==> src/rtl/microwave_timer_ctrl.sv <==
// Microwave cook-timer sequencer: keypad M:SS entry, 1 Hz BCD countdown,
// pause/clear handling and a fixed-length end-of-cook alarm.
module microwave_timer_ctrl #(
    parameter int unsigned ALARM_SECS = 3
) (
    input  logic       clk,
    input  logic       rst_n,
    input  logic       tick_1hz,
    input  logic       digit_valid,
    input  logic [3:0] digit_in,
    input  logic       start,
    input  logic       stop_clear,
    input  logic       door_closed,
    output logic [3:0] sec_ones,
    output logic [3:0] sec_tens,
    output logic [3:0] min,
    output logic       display_en,
    output logic       mag_on,
    output logic       alarm
);

    typedef enum logic [2:0] {
        StIdle   = 3'd0,
        StSetup  = 3'd1,
        StCook   = 3'd2,
        StPaused = 3'd3,
        StDone   = 3'd4
    } state_e;

    state_e     state_q, state_d;
    logic [3:0] ones_q, ones_d;
    logic [3:0] tens_q, tens_d;
    logic [3:0] min_q, min_d;
    logic [3:0] cnt_q, cnt_d;
    logic       display_en_q, mag_on_q, alarm_q;

    logic       time_nonzero;
    logic       start_ok;
    logic       digit_ok;
    logic [3:0] dec_ones, dec_tens, dec_min;
    logic       dec_zero;

    assign time_nonzero = (min_q != 4'd0) || (tens_q != 4'd0) || (ones_q != 4'd0);
    assign start_ok     = start && door_closed && time_nonzero;
    // A digit is refused if it, or the digit about to become sec_tens, is out of range.
    assign digit_ok     = digit_valid && (digit_in <= 4'd9) && (ones_q <= 4'd5);

    always_comb begin
        dec_ones = ones_q - 4'd1;
        dec_tens = tens_q;
        dec_min  = min_q;
        if (ones_q == 4'd0) begin
            dec_ones = 4'd9;
            if (tens_q == 4'd0) begin
                dec_tens = 4'd5;
                dec_min  = min_q - 4'd1;
            end else begin
                dec_tens = tens_q - 4'd1;
            end
        end
        dec_zero = (dec_min == 4'd0) && (dec_tens == 4'd0) && (dec_ones == 4'd0);
    end

    always_comb begin
        state_d = state_q;
        ones_d  = ones_q;
        tens_d  = tens_q;
        min_d   = min_q;
        cnt_d   = cnt_q;
        case (state_q)
            StIdle: begin
                if (stop_clear) begin
                    ones_d = 4'd0;
                    tens_d = 4'd0;
                    min_d  = 4'd0;
                end else if (digit_ok) begin
                    min_d   = tens_q;
                    tens_d  = ones_q;
                    ones_d  = digit_in;
                    state_d = StSetup;
                end
            end
            StSetup: begin
                if (stop_clear) begin
                    state_d = StIdle;
                    ones_d  = 4'd0;
                    tens_d  = 4'd0;
                    min_d   = 4'd0;
                end else if (start_ok) begin
                    state_d = StCook;
                end else if (digit_ok) begin
                    min_d  = tens_q;
                    tens_d = ones_q;
                    ones_d = digit_in;
                end
            end
            StCook: begin
                if (stop_clear || !door_closed) begin
                    state_d = StPaused;
                end else if (tick_1hz) begin
                    ones_d = dec_ones;
                    tens_d = dec_tens;
                    min_d  = dec_min;
                    if (dec_zero) begin
                        state_d = StDone;
                        cnt_d   = 4'(ALARM_SECS);
                    end
                end
            end
            StPaused: begin
                if (stop_clear) begin
                    state_d = StIdle;
                    ones_d  = 4'd0;
                    tens_d  = 4'd0;
                    min_d   = 4'd0;
                end else if (start_ok) begin
                    state_d = StCook;
                end
            end
            StDone: begin
                if (stop_clear) begin
                    state_d = StIdle;
                    cnt_d   = 4'd0;
                end else if (tick_1hz) begin
                    if (cnt_q <= 4'd1) begin
                        state_d = StIdle;
                        cnt_d   = 4'd0;
                    end else begin
                        cnt_d = cnt_q - 4'd1;
                    end
                end
            end
            default: begin
                state_d = StIdle;
                ones_d  = 4'd0;
                tens_d  = 4'd0;
                min_d   = 4'd0;
                cnt_d   = 4'd0;
            end
        endcase
    end

    // Flags are decoded from the next state so they land on the same edge as the transition.
    always_ff @(posedge clk or negedge rst_n) begin
        if (!rst_n) begin
            state_q      <= StIdle;
            ones_q       <= 4'd0;
            tens_q       <= 4'd0;
            min_q        <= 4'd0;
            cnt_q        <= 4'd0;
            display_en_q <= 1'b0;
            mag_on_q     <= 1'b0;
            alarm_q      <= 1'b0;
        end else begin
            state_q      <= state_d;
            ones_q       <= ones_d;
            tens_q       <= tens_d;
            min_q        <= min_d;
            cnt_q        <= cnt_d;
            display_en_q <= (state_d != StIdle);
            mag_on_q     <= (state_d == StCook);
            alarm_q      <= (state_d == StDone);
        end
    end

    assign sec_ones   = ones_q;
    assign sec_tens   = tens_q;
    assign min        = min_q;
    assign display_en = display_en_q;
    assign mag_on     = mag_on_q;
    assign alarm      = alarm_q;

endmodule

==> config.mk <==
export PLATFORM = sky130hd
export DESIGN_NAME = microwave_timer_ctrl
export DESIGN_NICKNAME = d
export VERILOG_FILES = /design/src/rtl/microwave_timer_ctrl.sv
export SDC_FILE = /design/constraint.sdc
export NUM_CORES = 1
export LEC_CHECK = 0
export BUFFER_PORTS_ARGS = -buffer_cell sky130_fd_sc_hd__buf_4
export CAP_MARGIN = 20
export CELL_PAD_IN_SITES_DETAIL_PLACEMENT = 2
export CELL_PAD_IN_SITES_GLOBAL_PLACEMENT = 2
export CORE_UTILIZATION = 30
export CTS_CLUSTER_SIZE = 20
export DETAILED_ROUTE_END_ITERATION = 7
export GPL_ROUTABILITY_DRIVEN = 1
export PLACE_DENSITY_LB_ADDON = 0.1
export SLEW_MARGIN = 5
export SYNTH_ARGS = -nofsm -noshare
export SYNTH_HDL_FRONTEND = slang
export SYNTH_SLANG_ARGS = --single-unit
==> constraint.sdc <==
create_clock -name clk -period 1.9 [get_ports clk]
set_input_delay 0.19 -clock clk [delete_from_list [all_inputs] [get_ports clk]]
set_output_delay 0.19 -clock clk [all_outputs]
set_load 0.01 [all_outputs]
## Word-level counts from Yosys, hierarchy flattened

Index checks and enable logic that the tools add are counted.

| operators by class | value |
|---|---|
| add/sub/neg operators | 4 |
| multipliers | 0 |
| div/mod/pow operators | 0 |
| magnitude comparators | 3 |
| equal/unequal tests | 12 |
| shift operators | 0 |
| mux-type cells | 45 |
| bitwise operators | 2 |
| reductions and logical operators | 24 |

Operators by type and width:

| kind | count |
|---|---|
| 4-bit 2-to-1 mux | 30 |
| 4-bit case mux with 5 select lines | 3 |
| 3-bit 2-to-1 mux | 10 |
| 4-bit zero test | 5 |
| 4-bit by 1-bit subtractor with 4-bit output (second input constant) | 4 |
| 3-bit case mux with 4 select lines | 1 |
| 4-bit case mux with 3 select lines | 1 |
| 4-bit nonzero test | 3 |
| 5-bit AND reduction | 2 |
| 3-bit by 2-bit equality test with 1-bit output (second input constant) | 3 |
| 2-bit inequality test (second input constant) | 4 |
| 3-bit equality test (second input constant) | 2 |
| 1-bit logical AND | 6 |
| 3-bit inequality test (second input constant) | 2 |
| 4-bit by 1-bit <= comparator with 1-bit output (second input constant) | 1 |
| 4-bit by 3-bit <= comparator with 1-bit output (second input constant) | 1 |
| 4-bit <= comparator (second input constant) | 1 |
| 3-bit by 1-bit equality test with 1-bit output (second input constant) | 1 |
| 3-bit zero test | 1 |
| 1-bit logical OR | 3 |
| 3-bit nonzero test | 1 |
| 3-bit OR reduction | 1 |
| 1-bit inverter | 2 |
| 2-bit OR reduction | 1 |
| 1-bit zero test | 1 |

| storage, ports and cells | value |
|---|---|
| flip-flop bits (word level) | 22 |
| bits in latches | 0 |
| memory bits (writable) | 0 |
| memory bits (read-only) | 0 |
| input bits | 11 |
| output and inout bits | 15 |
| logic and storage cells | 98 |
| memories | 0 |

## Logic depth before layout (Yosys ltp)

| depth | value |
|---|---|
| depth in word-level cells | 11 |
| mapped depth | 8 |
| gate-level depth less buffers | 7 |

## Worst setup path before layout

OpenSTA, ideal clock, no wires.

| path | value |
|---|---|
| path kind | register to register |
| start | reg min_q[0], in the netlist min[0] |
| end | reg cnt_q[2] |
| setup time | 0.121 ns |
| arrival time | 1.899 ns |
| required time | 1.779 ns |
| path slack | -0.120 ns |
| cell stages (with the launch flop) | 8 |
| path buffers | 0 |
| clock period less this slack | 2.020 ns |
| cells stage by stage | dfrtp_1 > inv_1 > ha_1 > and3b_1 > and4_2 > o41a_1 > o21a_2 > a22o_1 |

| between the ends | value |
|---|---|
| longest elaborated chain between the ends | 8 |

Ends and longest elaborated chain:

| item | line | RTL |
|---|---|---|
| from (decl) | 33 | `logic [3:0] min_q, min_d;` |
| from (signal assigned) | 158 | `min_q <= min_d;` |
| 4-bit by 1-bit subtractor with 4-bit output | 56 | `dec_min = min_q - 4'd1;` |
| 4-bit 2-to-1 mux | 54 | `if (tens_q == 4'd0) begin` |
| 4-bit 2-to-1 mux * | 52 | `if (ones_q == 4'd0) begin` |
| 4-bit zero test * | 61 | `dec_zero = (dec_min == 4'd0) && (dec_tens == 4'd0) && (dec_ones == 4'd0);` |
| 1-bit logical AND * (2 in series) | 61 |  |
| 2-bit inequality test (no line) * | - |  |
| 5-bit AND reduction (no line) * | - |  |
| to (signal assigned) | 159 | `cnt_q <= cnt_d;` |
| to (decl) | 34 | `logic [3:0] cnt_q, cnt_d;` |

Every way passes the cells marked *; elsewhere a longest branch is shown, timed or not.
A chain may end at the register's enable or synchronous reset.

## Worst setup path in the final report

Same ends and word-level chain as after synthesis.

==> summary by stage <==
Outcome
The flow ran to the end, but the final reports show violations. The checks that failed: negative setup slack.

Clock network
The maximum root-to-sink buffer count is 2. In this run the number of H-tree levels came out at 1. In this run, CTS created clock tree buffers numbering 3. TritonCTS built the clock tree.

The cell sitting at the root of the clock tree is a clkbuf_8. The clock-pin slew reported for the worst setup and hold paths after clock tree synthesis is 0.09 ns. The count of clock tree sinks is 22. At the later pin of the worst-skew pair, clock insertion delay measures 0.27 ns.

Detailed routing
In this run the remaining antenna-violating nets after routing total 0. In the final routed layout, each cell accounts on average for 20.51 um. Detailed routing inserted a total of 1608 vias. The first detailed-routing pass ran for 4 iterations. In the routed layout, each cell is associated on average with a via count of 5.622. The initial DRC count is 57. In the routed design, unresolved DRC markers number 0.

Wires add up to 5866 um.

Power and ir drop
Summing internal, switching and leakage power gives 3.851 mW. The worst-case IR drop observed on VDD is 609.9 uV. The leakage power summed over all cells is 1.025 nW.

The power density over the cells is 1697 mW/mm^2.

Logic synthesis
The sequential fraction of the synthesis area is 0.3774. The number of flops mapped to enable cells by yosys is 0. The leading register cell type out of synthesis is dfrtp_1. The summed instance area of the synthesized netlist is 0.001459 sq mm. The netlist uses 45 different library cells. Synthesis produced a netlist with a net count of 183. For this run, asynchronously set or reset flops after synthesis account for 1.000. The average size of a mapped cell is 8.633 sq um. Synthesis produced a netlist whose cell count is 169. During synthesis, Yosys emitted a total of 0 warnings. The register bit count reported by yosys is 22.

Timing
Setup violations remaining at the end of the flow were counted as 10. The total negative slack is -0.3756 ns. The maximum clock frequency is 0.5038 GHz. The worst path setup slack after routing is -0.08482 ns. The pin slew with the least headroom to its limit is 0.6147 ns. The number of failing hold endpoints at the final stage was 0. For the finished layout, the period the worst path requires is 1.985 ns. The max-slew violation count is 0. Setup repair after global routing could not meet its margin everywhere. The worst slew slack as a fraction of its limit is 0.5902. The portion of the clock cycle consumed by the worst path in the final layout is 1.045. The clock tree skew after final layout is 0.003690 ns.

Setup path
In this run the critical register-to-register path is launched from min[0]$_DFFE_PN0P_. In this run the worst setup path begins at min[0]$_DFFE_PN0P_. The signal on the critical path passes through inv_2, ha_4, and3b_1, and4_4, o41a_1, o21a_2, a22o_1. STA classifies the critical path endpoint as a flop.

The worst-path maximum fanout is 4. The master of the slowest instance on the critical path is o41a_1. The category of the critical setup timing path is reg2reg. The critical path ends at cnt_q[2]$_DFFE_PN0P_. STA puts the critical path data arrival time at 2.15 ns. The length in cells of the worst reg-to-reg path is 7. At the worst endpoint, the required time is 2.06 ns.

The startpoint class of the critical path is a flop. In this design, the stage delay of the slowest critical-path cell is 0.42 ns. The capture point of the worst reg-to-reg path is cnt_q[2]$_DFFE_PN0P_. Across all register-to-register paths, the minimum setup slack is -0.08 ns.

Hold path
The worst hold path was traced through 3 stages. The class of the tightest hold or removal check is in2reg.

Placed design
Timing analysis after detailed placement gives a worst setup slack of -0.1781 ns. The final estimated routing congestion in global placement is 0.9675. The post-detailed-placement half-perimeter wirelength is 4113 um. The port buffer count is 25.

Final layout
The combined area of the multi-input logic cells is 0.001036 sq mm. 0 antenna diodes ended up in the layout. The total of fill cells in the finished design is 510. Across the whole layout, storage elements account for 556.8 sq um. The share of layout cells above drive strength 1 is 0.4569. The count of nets after finishing is 247.

The area growth from synthesis to layout is 55.57%.

Floorplan
In this run the core area contains 25 standard-cell rows. The die covers 0.005146 sq mm. For this configuration, the core starts out at a cell density of 0.3109.

The horizontal extent of the die is 71.74 um. The number of top-level pins is 26. The placeable core region is 0.004692 sq mm. The floorplan die height is 71.74 um.

Global routing
The via count of the first global-routing pass was 1860. The first global-routing pass estimated 9515 um of wire. For met3 alone, demand over resource in global routing was 0.03094. The routing layer with the top usage in global route is met2.

The total overflow left after global routing is 0. The overall fraction of global-route tracks in use is 0.2399. In the global route stage, met2 resource usage came out at 0.4350.

For met1 alone, demand over resource in global routing was 0.2959. The number of antenna violations at the first check in global routing is 0. Entering global routing, the biggest net connects 23 pins.

Run
The number of max-cap violations is 0.
[layer usage]
layer | vias to the layer above | part of all wire
li1 | 768 | -
met4 | 0 | 0.021
met2 | 23 | 0.51
met5 | - | 0
met3 | 10 | 0.024
met1 | 807 | 0.44
[how the worst min path moves through the flow]
| stage | from | to | slack (ns) |
|---|---|---|---|
| after global routing | digit_in[3] | sec_ones[3]$_DFFE_PN0P_ | 0.22 |
| after CTS | digit_in[3] | sec_ones[3]$_DFFE_PN0P_ | 0.21 |
| after detailed placement | rst_n | min[3]$_DFFE_PN0P_ | 0.11 |
| final | digit_in[3] | sec_ones[3]$_DFFE_PN0P_ | 0.21 |
| after global placement | rst_n | min[3]$_DFFE_PN0P_ | 0.10 |
| after floorplan | rst_n | alarm$_DFF_PN0_ | -0.11 |
[cells in the mapped netlist (4+ instances only)]
cell	number	area, sq um
inv_1	9	33.78
o21ai_0	10	50.05
a21oi_1	8	40.04
a22o_1	5	43.79
nor3_1	8	40.04
nand3_1	10	50.05
o2bb2ai_1	6	52.55
clkbuf_1	6	22.52
o31ai_1	4	30.03
o211ai_1	4	30.03
nand2_1	18	67.56
nor2_1	10	37.54
dfrtp_1	22	550.5
[timing repair]
item / in CTS / in global routing
gates resized for setup: 20 / 17
hold buffers: 1 / 0
pin swaps: 4 / 10
setup buffers: 4 / 1
endpoints found under the setup margin: 22 / 21
endpoints found under the hold margin: 22 / 0
[sequential cells by signal, indices dropped and copies added, names as in the netlist]
register and count:
sec_ones 4, alarm 1, state_q 3, sec_tens 4, cnt_q 4, min 4
mag_on 1, display_en 1
[metrics by stage]
step           hold WS (ns)  utilization  std cells  area, sq um
3_5_place_dp         0.1076       0.4213        276         1977
4_1_cts              0.2060       0.4661        285         2187
6_report             0.2083       0.4837        286         2270
3_3_place_gp         0.1032       0.4213        276         1977
5_1_grt              0.2175       0.4837        286         2270
2_1_floorplan       -0.1056            -        169         1484
[where the power goes]
part | internal (mW) | total, mW | switching [mW]
clock network | 0.185 | 0.356 | 0.171
registers | 0.636 | 0.823 | 0.188
logic | 1.28 | 2.67 | 1.39
[kinds of logic (layout without fill, tap and decap cells)]
| family | Yosys count | in the layout | synth area share |
|---|---|---|---|
| buf+inv | 17 | 80 | 0.04545 |
| fa+ha+maj | 3 | 3 | 0.02573 |
| flops | 22 | 22 | 0.3774 |
| simple gates | 72 | 72 | 0.2753 |
| compound gates | 55 | 55 | 0.2762 |
[layout make-up]
type	count	area share
multi-input combinational	130	0.4564
sequential	22	0.2453
timing repair buffer	67	0.2293
tap	54	0.02977
clock buffer	4	0.02426
inverter	9	0.01488
[worst max-delay path, delay by kind of cell, from the launching register on]
| family | cells | cell delay, ns |
|---|---|---|
| adder cells (fa/ha/maj) | 1 | 0.17 |
| flip-flops | 1 | 0.38 |
| buffers and inverters | 1 | 0.05 |
| AO/OA/AOI/OAI | 3 | 0.90 |
| AND/OR/NAND/NOR | 2 | 0.38 |
[layout by cell type (no fill, tap or decap), drive strengths merged, types with 5 or more instances in the layout]
| cell type | count |
|---|---|
| nor3 | 8 |
| a21oi | 8 |
| nand3 | 10 |
| nor2 | 11 |
| inv | 9 |
| a22o | 5 |
| dfrtp | 22 |
| nand2 | 18 |
| o21ai | 10 |
| o2bb2ai | 6 |
| buf | 66 |
Power figures use the tool's default switching activity.
